### src/rtl/vga_scanout.sv
// VGA scanout engine: parametrised video timing generator with a pixel FIFO feeding registered DAC pins.
// Optional SOF resynchronisation (per-entry sof bit, RUN/HUNT/WAIT_ORIGIN FSM, desync flag): VGA_SCANOUT_SOF_RESYNC_EN.
module vga_scanout #(
  parameter int H_ACTIVE   = 640,
  parameter int H_FP       = 16,
  parameter int H_SYNC     = 96,
  parameter int H_BP       = 48,
  parameter int V_ACTIVE   = 480,
  parameter int V_FP       = 10,
  parameter int V_SYNC     = 2,
  parameter int V_BP       = 33,
  parameter int COLOR_W    = 8,
  parameter int FIFO_DEPTH = 16,
  parameter int HS_POL     = 0,
  parameter int VS_POL     = 0
) (
  input  logic                   clk,
  input  logic                   reset_n,
  input  logic                   enable,
  input  logic [3*COLOR_W-1:0]   in_data,
  input  logic                   in_valid,
  input  logic                   in_sof,
  output logic                   in_ready,
  output logic [COLOR_W-1:0]     vga_r,
  output logic [COLOR_W-1:0]     vga_g,
  output logic [COLOR_W-1:0]     vga_b,
  output logic                   vga_hs,
  output logic                   vga_vs,
  output logic                   vga_blank_n,
  output logic                   vga_sync_n,
  output logic                   frame_start,
  output logic                   underflow,
`ifdef VGA_SCANOUT_SOF_RESYNC_EN
  output logic                   desync,
  output logic [1:0]             dbg_state,
`endif
  input  logic                   clear_status
);

  localparam int H_TOTAL = H_ACTIVE + H_FP + H_SYNC + H_BP;
  localparam int V_TOTAL = V_ACTIVE + V_FP + V_SYNC + V_BP;
  localparam int HW = $clog2(H_TOTAL);
  localparam int VW = $clog2(V_TOTAL);
  localparam int AW = $clog2(FIFO_DEPTH);
  localparam int PW = 3 * COLOR_W;
`ifdef VGA_SCANOUT_SOF_RESYNC_EN
  localparam int EW = PW + 1;
`else
  localparam int EW = PW;
`endif

  localparam logic [HW-1:0] H_ACT_END = HW'(H_ACTIVE);
  localparam logic [HW-1:0] HS_BEG    = HW'(H_ACTIVE + H_FP);
  localparam logic [HW-1:0] HS_END    = HW'(H_ACTIVE + H_FP + H_SYNC);
  localparam logic [HW-1:0] H_LAST    = HW'(H_TOTAL - 1);
  localparam logic [VW-1:0] V_ACT_END = VW'(V_ACTIVE);
  localparam logic [VW-1:0] VS_BEG    = VW'(V_ACTIVE + V_FP);
  localparam logic [VW-1:0] VS_END    = VW'(V_ACTIVE + V_FP + V_SYNC);
  localparam logic [VW-1:0] V_LAST    = VW'(V_TOTAL - 1);
  localparam logic [AW:0]   DEPTH_L   = (AW+1)'(FIFO_DEPTH);
  localparam logic          HS_ON     = (HS_POL != 0);
  localparam logic          VS_ON     = (VS_POL != 0);

  logic [HW-1:0] h_cnt;
  logic [VW-1:0] v_cnt;
  logic          slot_active, slot_origin, hs_on, vs_on;

  // Counters sit at the origin while disabled so a rising enable starts a fresh frame.
  always_ff @(posedge clk or negedge reset_n) begin
    if (!reset_n) begin
      h_cnt <= '0;
      v_cnt <= '0;
    end else if (!enable) begin
      h_cnt <= '0;
      v_cnt <= '0;
    end else if (h_cnt == H_LAST) begin
      h_cnt <= '0;
      v_cnt <= (v_cnt == V_LAST) ? '0 : v_cnt + 1'b1;
    end else begin
      h_cnt <= h_cnt + 1'b1;
    end
  end

  assign slot_active = enable && (h_cnt < H_ACT_END) && (v_cnt < V_ACT_END);
  assign slot_origin = (h_cnt == '0) && (v_cnt == '0);
  assign hs_on       = (h_cnt >= HS_BEG) && (h_cnt < HS_END);
  assign vs_on       = (v_cnt >= VS_BEG) && (v_cnt < VS_END);

  // Handshake: a pixel transfers on a clock edge where in_valid && in_ready; in_ready is !full and never looks at in_valid.
  logic [EW-1:0] mem [FIFO_DEPTH];
  logic [AW-1:0] wr_ptr, rd_ptr;
  logic [AW:0]   count;
  logic          fifo_full, fifo_empty, push, pop, show, uf_set;
  logic [EW-1:0] head, entry_in;

  assign fifo_full  = (count == DEPTH_L);
  assign fifo_empty = (count == '0);
  assign in_ready   = !fifo_full;
  assign push       = in_valid && in_ready;
  assign head       = mem[rd_ptr];

`ifdef VGA_SCANOUT_SOF_RESYNC_EN
  assign entry_in = {in_sof, in_data};
`else
  logic unused_sof;
  assign unused_sof = in_sof;
  assign entry_in   = in_data;
`endif

  always_ff @(posedge clk) begin
    if (push) mem[wr_ptr] <= entry_in;
  end

  always_ff @(posedge clk or negedge reset_n) begin
    if (!reset_n) begin
      wr_ptr <= '0;
      rd_ptr <= '0;
      count  <= '0;
    end else begin
      if (push) wr_ptr <= wr_ptr + 1'b1;
      if (pop)  rd_ptr <= rd_ptr + 1'b1;
      case ({push, pop})
        2'b10:   count <= count + 1'b1;
        2'b01:   count <= count - 1'b1;
        default: count <= count;
      endcase
    end
  end

`ifdef VGA_SCANOUT_SOF_RESYNC_EN
  typedef enum logic [1:0] {RUN = 2'd0, HUNT = 2'd1, WAIT_ORIGIN = 2'd2} scan_state_t;
  scan_state_t state, state_nx;
  logic        ds_set, head_sof;

  assign head_sof  = head[PW];
  assign dbg_state = state;

  always_ff @(posedge clk or negedge reset_n) begin
    if (!reset_n) state <= RUN;
    else          state <= state_nx;
  end

  always_comb begin
    state_nx = state;
    pop      = 1'b0;
    show     = 1'b0;
    uf_set   = 1'b0;
    ds_set   = 1'b0;
    if (enable) begin
      case (state)
        RUN: begin
          if (slot_active) begin
            if (fifo_empty) begin
              uf_set = 1'b1;
            end else if (slot_origin && !head_sof) begin
              ds_set   = 1'b1;
              state_nx = HUNT;
            end else if (!slot_origin && head_sof) begin
              ds_set   = 1'b1;
              state_nx = WAIT_ORIGIN;
            end else begin
              pop  = 1'b1;
              show = 1'b1;
            end
          end
        end
        HUNT: begin
          // Discard stale pixels until the next frame's first pixel reaches the head.
          if (!fifo_empty) begin
            if (head_sof) state_nx = WAIT_ORIGIN;
            else          pop      = 1'b1;
          end
        end
        WAIT_ORIGIN: begin
          if (slot_origin && !fifo_empty) begin
            pop      = 1'b1;
            show     = 1'b1;
            state_nx = RUN;
          end
        end
        default: state_nx = RUN;
      endcase
    end
  end

  always_ff @(posedge clk or negedge reset_n) begin
    if (!reset_n)          desync <= 1'b0;
    else if (ds_set)       desync <= 1'b1;
    else if (clear_status) desync <= 1'b0;
  end
`else
  always_comb begin
    pop    = slot_active && !fifo_empty;
    show   = pop;
    uf_set = slot_active && fifo_empty;
  end
`endif

  always_ff @(posedge clk or negedge reset_n) begin
    if (!reset_n)          underflow <= 1'b0;
    else if (uf_set)       underflow <= 1'b1;
    else if (clear_status) underflow <= 1'b0;
  end

  // Every pin is a register reflecting the slot decoded on the previous cycle.
  always_ff @(posedge clk or negedge reset_n) begin
    if (!reset_n) begin
      {vga_r, vga_g, vga_b} <= '0;
      vga_hs      <= !HS_ON;
      vga_vs      <= !VS_ON;
      vga_blank_n <= 1'b0;
      frame_start <= 1'b0;
    end else if (!enable) begin
      {vga_r, vga_g, vga_b} <= '0;
      vga_hs      <= !HS_ON;
      vga_vs      <= !VS_ON;
      vga_blank_n <= 1'b0;
      frame_start <= 1'b0;
    end else begin
      {vga_r, vga_g, vga_b} <= show ? head[PW-1:0] : '0;
      vga_hs      <= hs_on ? HS_ON : !HS_ON;
      vga_vs      <= vs_on ? VS_ON : !VS_ON;
      vga_blank_n <= slot_active;
      frame_start <= slot_origin;
    end
  end

  assign vga_sync_n = 1'b0;

endmodule

### config.mk
export PLATFORM = sky130hd
export DESIGN_NAME = vga_scanout
export DESIGN_NICKNAME = d
export VERILOG_FILES = /design/src/rtl/vga_scanout.sv
export SDC_FILE = /design/constraint.sdc
export NUM_CORES = 1
export LEC_CHECK = 0
export BUFFER_PORTS_ARGS = -buffer_cell sky130_fd_sc_hd__buf_2
export CORE_MARGIN = 2
export CORE_UTILIZATION = 45
export CTS_CLUSTER_DIAMETER = 50
export DETAILED_ROUTE_END_ITERATION = 7
export HOLD_SLACK_MARGIN = 0.08
export PLACE_DENSITY = 0.62
export RECOVER_POWER = 50
export SYNTH_ARGS = -nofsm -noshare
export SYNTH_HDL_FRONTEND = slang
export SYNTH_SLANG_ARGS = --single-unit
### constraint.sdc
create_clock -name clk -period 4.2 [get_ports clk]
set_input_delay 0.84 -clock clk [delete_from_list [all_inputs] [get_ports clk]]
set_output_delay 0.84 -clock clk [all_outputs]
set_load 0.05 [all_outputs]
Yosys cells after proc, flatten, opt, wreduce, memory -nomap -nowiden
Memories as Yosys holds them, arrays and structs flattened. Cells that the tools add are included. W data, S select, Z words.

Eq/ne operators: 6. Multiply operators: 0. Multiplexer cells: 20. Shift operators: 0. Bitwise logic cells: 0. Reductions and logical operators: 15. Order comparisons: 6. Div/mod/pow operators: 0. Add/sub/neg operators: 6.

Operator list (number): $mux W10 (5); $mux W24 (1); $mux W8 (3); $add A10 B1 Y10 const B (2); $eq A10 B10 Y1 const B (2); $logic_not A10 Y1 (2); $lt A10 B10 Y1 const B (2); $lt A10 B9 Y1 const B (2); $ge A10 B10 Y1 const B (1); $ge A10 B9 Y1 const B (1); $mux W1 (10); $pmux W5 S2 (1); $add A4 B1 Y4 const B (2); $logic_and A1 B1 Y1 (8); $add A5 B1 Y5 const B (1); $eq A5 B5 Y1 const B (1); $logic_not A5 Y1 (1); $sub A5 B1 Y5 const B (1); $reduce_bool A2 Y1 (2); $eq A2 B1 Y1 const B (1); $eq A2 B2 Y1 const B (1); $logic_not A1 Y1 (2); $ne A2 B1 Y1 const B (1).

Register bits after elaboration: 62. Latch bits: 0. Word-level logic and storage cells: 67. Memories: 1. Memory bits (writable): 384. ROM bits: 0. Output and inout port bits: 31.

Memories: mem (words 16, bits a word 24, read ports 1, clocked after memory_dff 0, wr ports 1, line 90) `logic [EW-1:0] mem [FIFO_DEPTH];`.

Logic depth before layout (Yosys ltp)
Depth in word-level cells: 6. Gate-level depth with buffers: 13. Gate-level depth less buffers: 10.

Least setup slack after synthesis
Ideal clock, no wire load.

Path kind: input-to-reg. From: input port in_valid. To: memory mem[3][0] (netlist name), enable pin. Path buffers: 0. Cell stages on the path: 3. Data required time: 3.765 ns. Library setup time: 0.435 ns. Path slack: 0.585 ns. Data arrival time: 3.179 ns. Cell sequence: a21boi_1 -> nand2_1 -> nor3_1.

Cells in the longest elaborated chain, start to end: 3.

Ends and longest elaborated chain: start: declaration (line 21) `input logic in_valid,`; $logic_and A1 B1 Y1 (line 99) `assign push = in_valid && in_ready;`; $mux W1 (line 111) `if (push) mem[wr_ptr] <= entry_in;`; $mux W1 (not written as such) (line 111); end: declaration (line 90).

Every way passes these cells.

Worst setup path after layout
From: register count[2]. To: register count[4].

Cells in the longest elaborated chain, start to end: 5. Elaborated cells between the ends (all ways): 12. Classes of those cells: 2 x add/sub; 3 x eq/ne; 1 x mux; 6 x reduce/logical.

Ends and longest elaborated chain: start: declaration (line 92) `logic [AW:0] count;`; start signal: assignment (line 123) `2'b10: count <= count + 1'b1;`; start signal: assignment (line 124) `2'b01: count <= count - 1'b1;`; start signal: assignment (line 125) `default: count <= count;`; $eq A5 B5 Y1 or $logic_not A5 Y1 (tied branches) (line 96, 97); $logic_not A1 Y1 (on tied branches) (line 98, 193); $logic_and A1 B1 Y1 (on tied branches) (line 99, 193); $eq A2 B1 Y1 or $eq A2 B2 Y1 (tied branches) (line 122) `case ({push, pop})`; $pmux W5 S2 or $reduce_bool A2 Y1 (tied branches).

Several ways; a longest one is shown, not always the timed one. A chain may end at the register's enable or synchronous reset.

==> key figures <==
Route
  – Total number of vias: 8330
  – Initial DRC count: 649
  – Routed Antenna Nets: 0
  – Residual DRC count: 0
  – Detailed Routing Iterations Pass 1: 5
  – Drt wl/cell: 23.56 um
  – DRT Wirelength: 35200 um
  – DR vias/cell: 5.576

Timing
  – Final Cycle Share: 79.36%
  – Max Freq: 300.0 MHz
  – Skew final: 0.01632 ns
  – Slew @ Worst Pin: 2.011 ns
  – Count of final setup violators: 0
  – Pins Over Slew Limit: 91
  – Post-route minimum period: 3.333 ns
  – Unrepaired setup endpoints after global routing: no
  – Setup_tns: 0 ns
  – Hold Slack: 0.4848 ns
  – Final WS setup: 0.8670 ns
  – Slew margin rel.: -34.07%
  – Final hold vios: 0

Synth
  – Distinct cells, synth: 58
  – Post-synth EDFFs: 384
  – Post-synth ARST share: 13.90%
  – Synth Instances: 848
  – Synth Warn #: 0
  – Syn nets: 890
  – Synth area leaders: edfxtp_1 67%, mux4_2 13%, dfrtp_1 8.8%
  – Synthesized area: 17150 um2
  – Yosys reg bits: 446
  – Yosys top cell by area: edfxtp_1
  – Top cell type's share of synthesized area: 67.26%
  – Syn Area/Cell: 20.22 um2
  – Ys flop type: edfxtp_1
  – Sequential share of the synthesized area: 76.32%

Placement
  – Routability Congestion: 0.7274
  – Dpl hpwl: 19880 um
  – IO Port Bufs: 58
  – Post-place setup slack: 0.7979 ns

GRT
  – Initial antenna violation count: 1
  – Largest net degree at the start of global routing: 66
  – First-pass GRT wire length: 53160 um
  – Met1 usage: 26.36%
  – GRT Residual Overflow: 0
  – Grt met3 use: 3.359%
  – Number of global-route vias before repair: 8659
  – Met2 Use GR: 29.31%
  – All-Layer GR Usage: 18.37%
  – GR peak layer: met2

Floorplan
  – Core ar.: 37580 um2
  – Initial Util: 45.63%
  – Die width: 199.2 um
  – # rows: 71
  – Die H: 199.2 um
  – Die area: 39680 um2
  – # IOs: 61

Critical path
  – CP peak stage delay: 0.57 ns
  – Critical-path maximum fanout: 9
  – Crit-path cells: nor4_1 > a21boi_0 > clkbuf_1 > inv_1 > ha_1 > xor2_1 > ha_1 > a21o_1 > a22oi_1 > o211a_1 > a2111oi_0
  – Crit path kind: reg -> reg
  – Worst setup SP type: flip-flop
  – CP dominant cell by count: ha_1
  – Crit path buffers/inverters: 2
  – Req. time, crit path: 4.62 ns
  – Kind of cell adding the most delay to the critical path: compound AO/OA/AOI/OAI gates
  – Data arrival time of the worst path: 3.75 ns
  – Crit path max-delay cell type: nor4_1
  – Crit. End Element: flip-flop

Final layout
  – Final Net Count: 983
  – Final Util: 53.48%
  – Area Overhead vs Synth: 17.21%
  – Share of layout cells above drive strength 1: 27.49%
  – # fillers: 2931

Clock network
  – Hold buffer count at cts: 0
  – Worst skew pair latency: 0.56 ns
  – Reg clk slew, reported paths: 0.05 ns
  – # resized after CTS: 0
  – TritonCTS clock tree: built
  – H-tree Lvls: 2
  – Root Driver: clkbuf_16
  – CTS Buf Count: 49
  – Clock sink count: 446
  – Post-CTS setup buffer count: 0
  – Max Root-Sink Buffers: 3

Job
  – Max capacitance violation total: 2

Power
  – Pleak: 6.719 nW
  – Pwr dens: 678.9 nW/um2
  – Worst vdd ir: 0.5706 mV

Outcome
  – Failing checks: capacitance limit, slew limit
  – Status: finished with violations

Min path
  – HP Class: reg -> reg
-- area by class of cell --
type	instances	area, um2	area share, %
flip-flops and latches	446	13090	65.15
multi-input cells	341	3900	19.41
clock buffers	58	1323	6.581
well taps	511	639.4	3.182
repair buffers	89	596.8	2.970
clock inverters	34	489.2	2.434
inverters	14	52.55	0.2615
diodes	1	2.502	0.01245
-- path summary, 6_finish.rpt --
| kind | startpoint | end | slack (ns) | cells past startpoint |
|---|---|---|---|---|
| setup / recovery | count[2] | count[4] | 0.87 | 11 |
| setup reg to reg | count[2] | count[4] | 0.87 | 11 |
| min in group asynchronous | reset_n | vga_g[6] | 0.76 | 1 |
| hold reg to reg | underflow | underflow | 0.48 | 1 |
| hold / removal | underflow | underflow | 0.48 | 1 |
| max in group asynchronous | reset_n | rd_ptr[2] | 2.10 | 1 |
-- Yosys cell counts (all sizes together) (11+ instances only) --
library cell  count
a22oi            50
xor2             11
dfrtp            60
mux4             96
ha               12
inv              14
nor2             23
nand2            18
a21oi            32
clkbuf           24
buf              23
edfxtp          384
-- cell usage in the layout (no fill, tap or decap), types with 3 or more instances in the layout --
master      instances
a21oi_1            32
a22oi_1            50
and3_1              3
buf_12              9
buf_2              32
buf_4              20
bufinv_16          11
clkbuf_1           32
clkbuf_16          51
clkinv_1            7
clkinv_2            6
clkinvlp_4          4
dfrtp_1            58
edfxtp_1          384
ha_1               12
inv_1              14
mux4_2             96
nand2_1            18
nand2b_1            5
nand3_1             9
nand4_1             4
nor2_1             10
nor2_4             12
nor3_1              5
nor3_2              4
nor4_1              4
o21ai_0             9
or3_1               5
or4_1               3
xnor2_1             8
xor2_1             11
-- metrics by stage --
| step | std cells | area [um2] | total power, mW |
|---|---|---|---|
| after floorplan | 848 | 17150 | 8.026 |
| after global placement | 1401 | 18340 | 9.080 |
| after detailed placement | 1401 | 18340 | 9.112 |
| after CTS | 1493 | 20150 | 13.81 |
| after global routing | 1493 | 20090 | 14.21 |
| final | 1494 | 20100 | 13.64 |
-- kinds of logic (layout without fill, tap and decap cells) --
family	after synthesis	count (layout)	share of synthesized area [%]
other cells	1	2	0.02187
simple gates	102	102	3.320
buf+inv	61	195	1.511
compound gates	109	109	4.247
flops	446	446	76.32
xor+xnor	19	19	0.9706
mux	98	98	12.73
fa+ha+maj	12	12	0.8757
-- power by group --
part           internal [mW]  leakage, nW  total (mW)  switching, mW
combinational           1.40         1.57        3.23           1.83
sequential              5.35         4.27        5.73          0.373
clock                   2.95        0.874        4.69           1.74
-- registers in the layout (all words and copies together) (netlist names), 4 cells and up --
name	count
mem	384
vga_g	8
vga_b	8
v_cnt	10
rd_ptr	4
count	5
h_cnt	10
wr_ptr	4
vga_r	8
-- per-layer routing --
layer | share of wire [%] | wire, um
met5 | 0 | 0
met4 | 1.6 | 560
met3 | 6.9 | 2424
met2 | 48 | 16940
met1 | 43 | 15280
(Power assumes the default switching activity.)
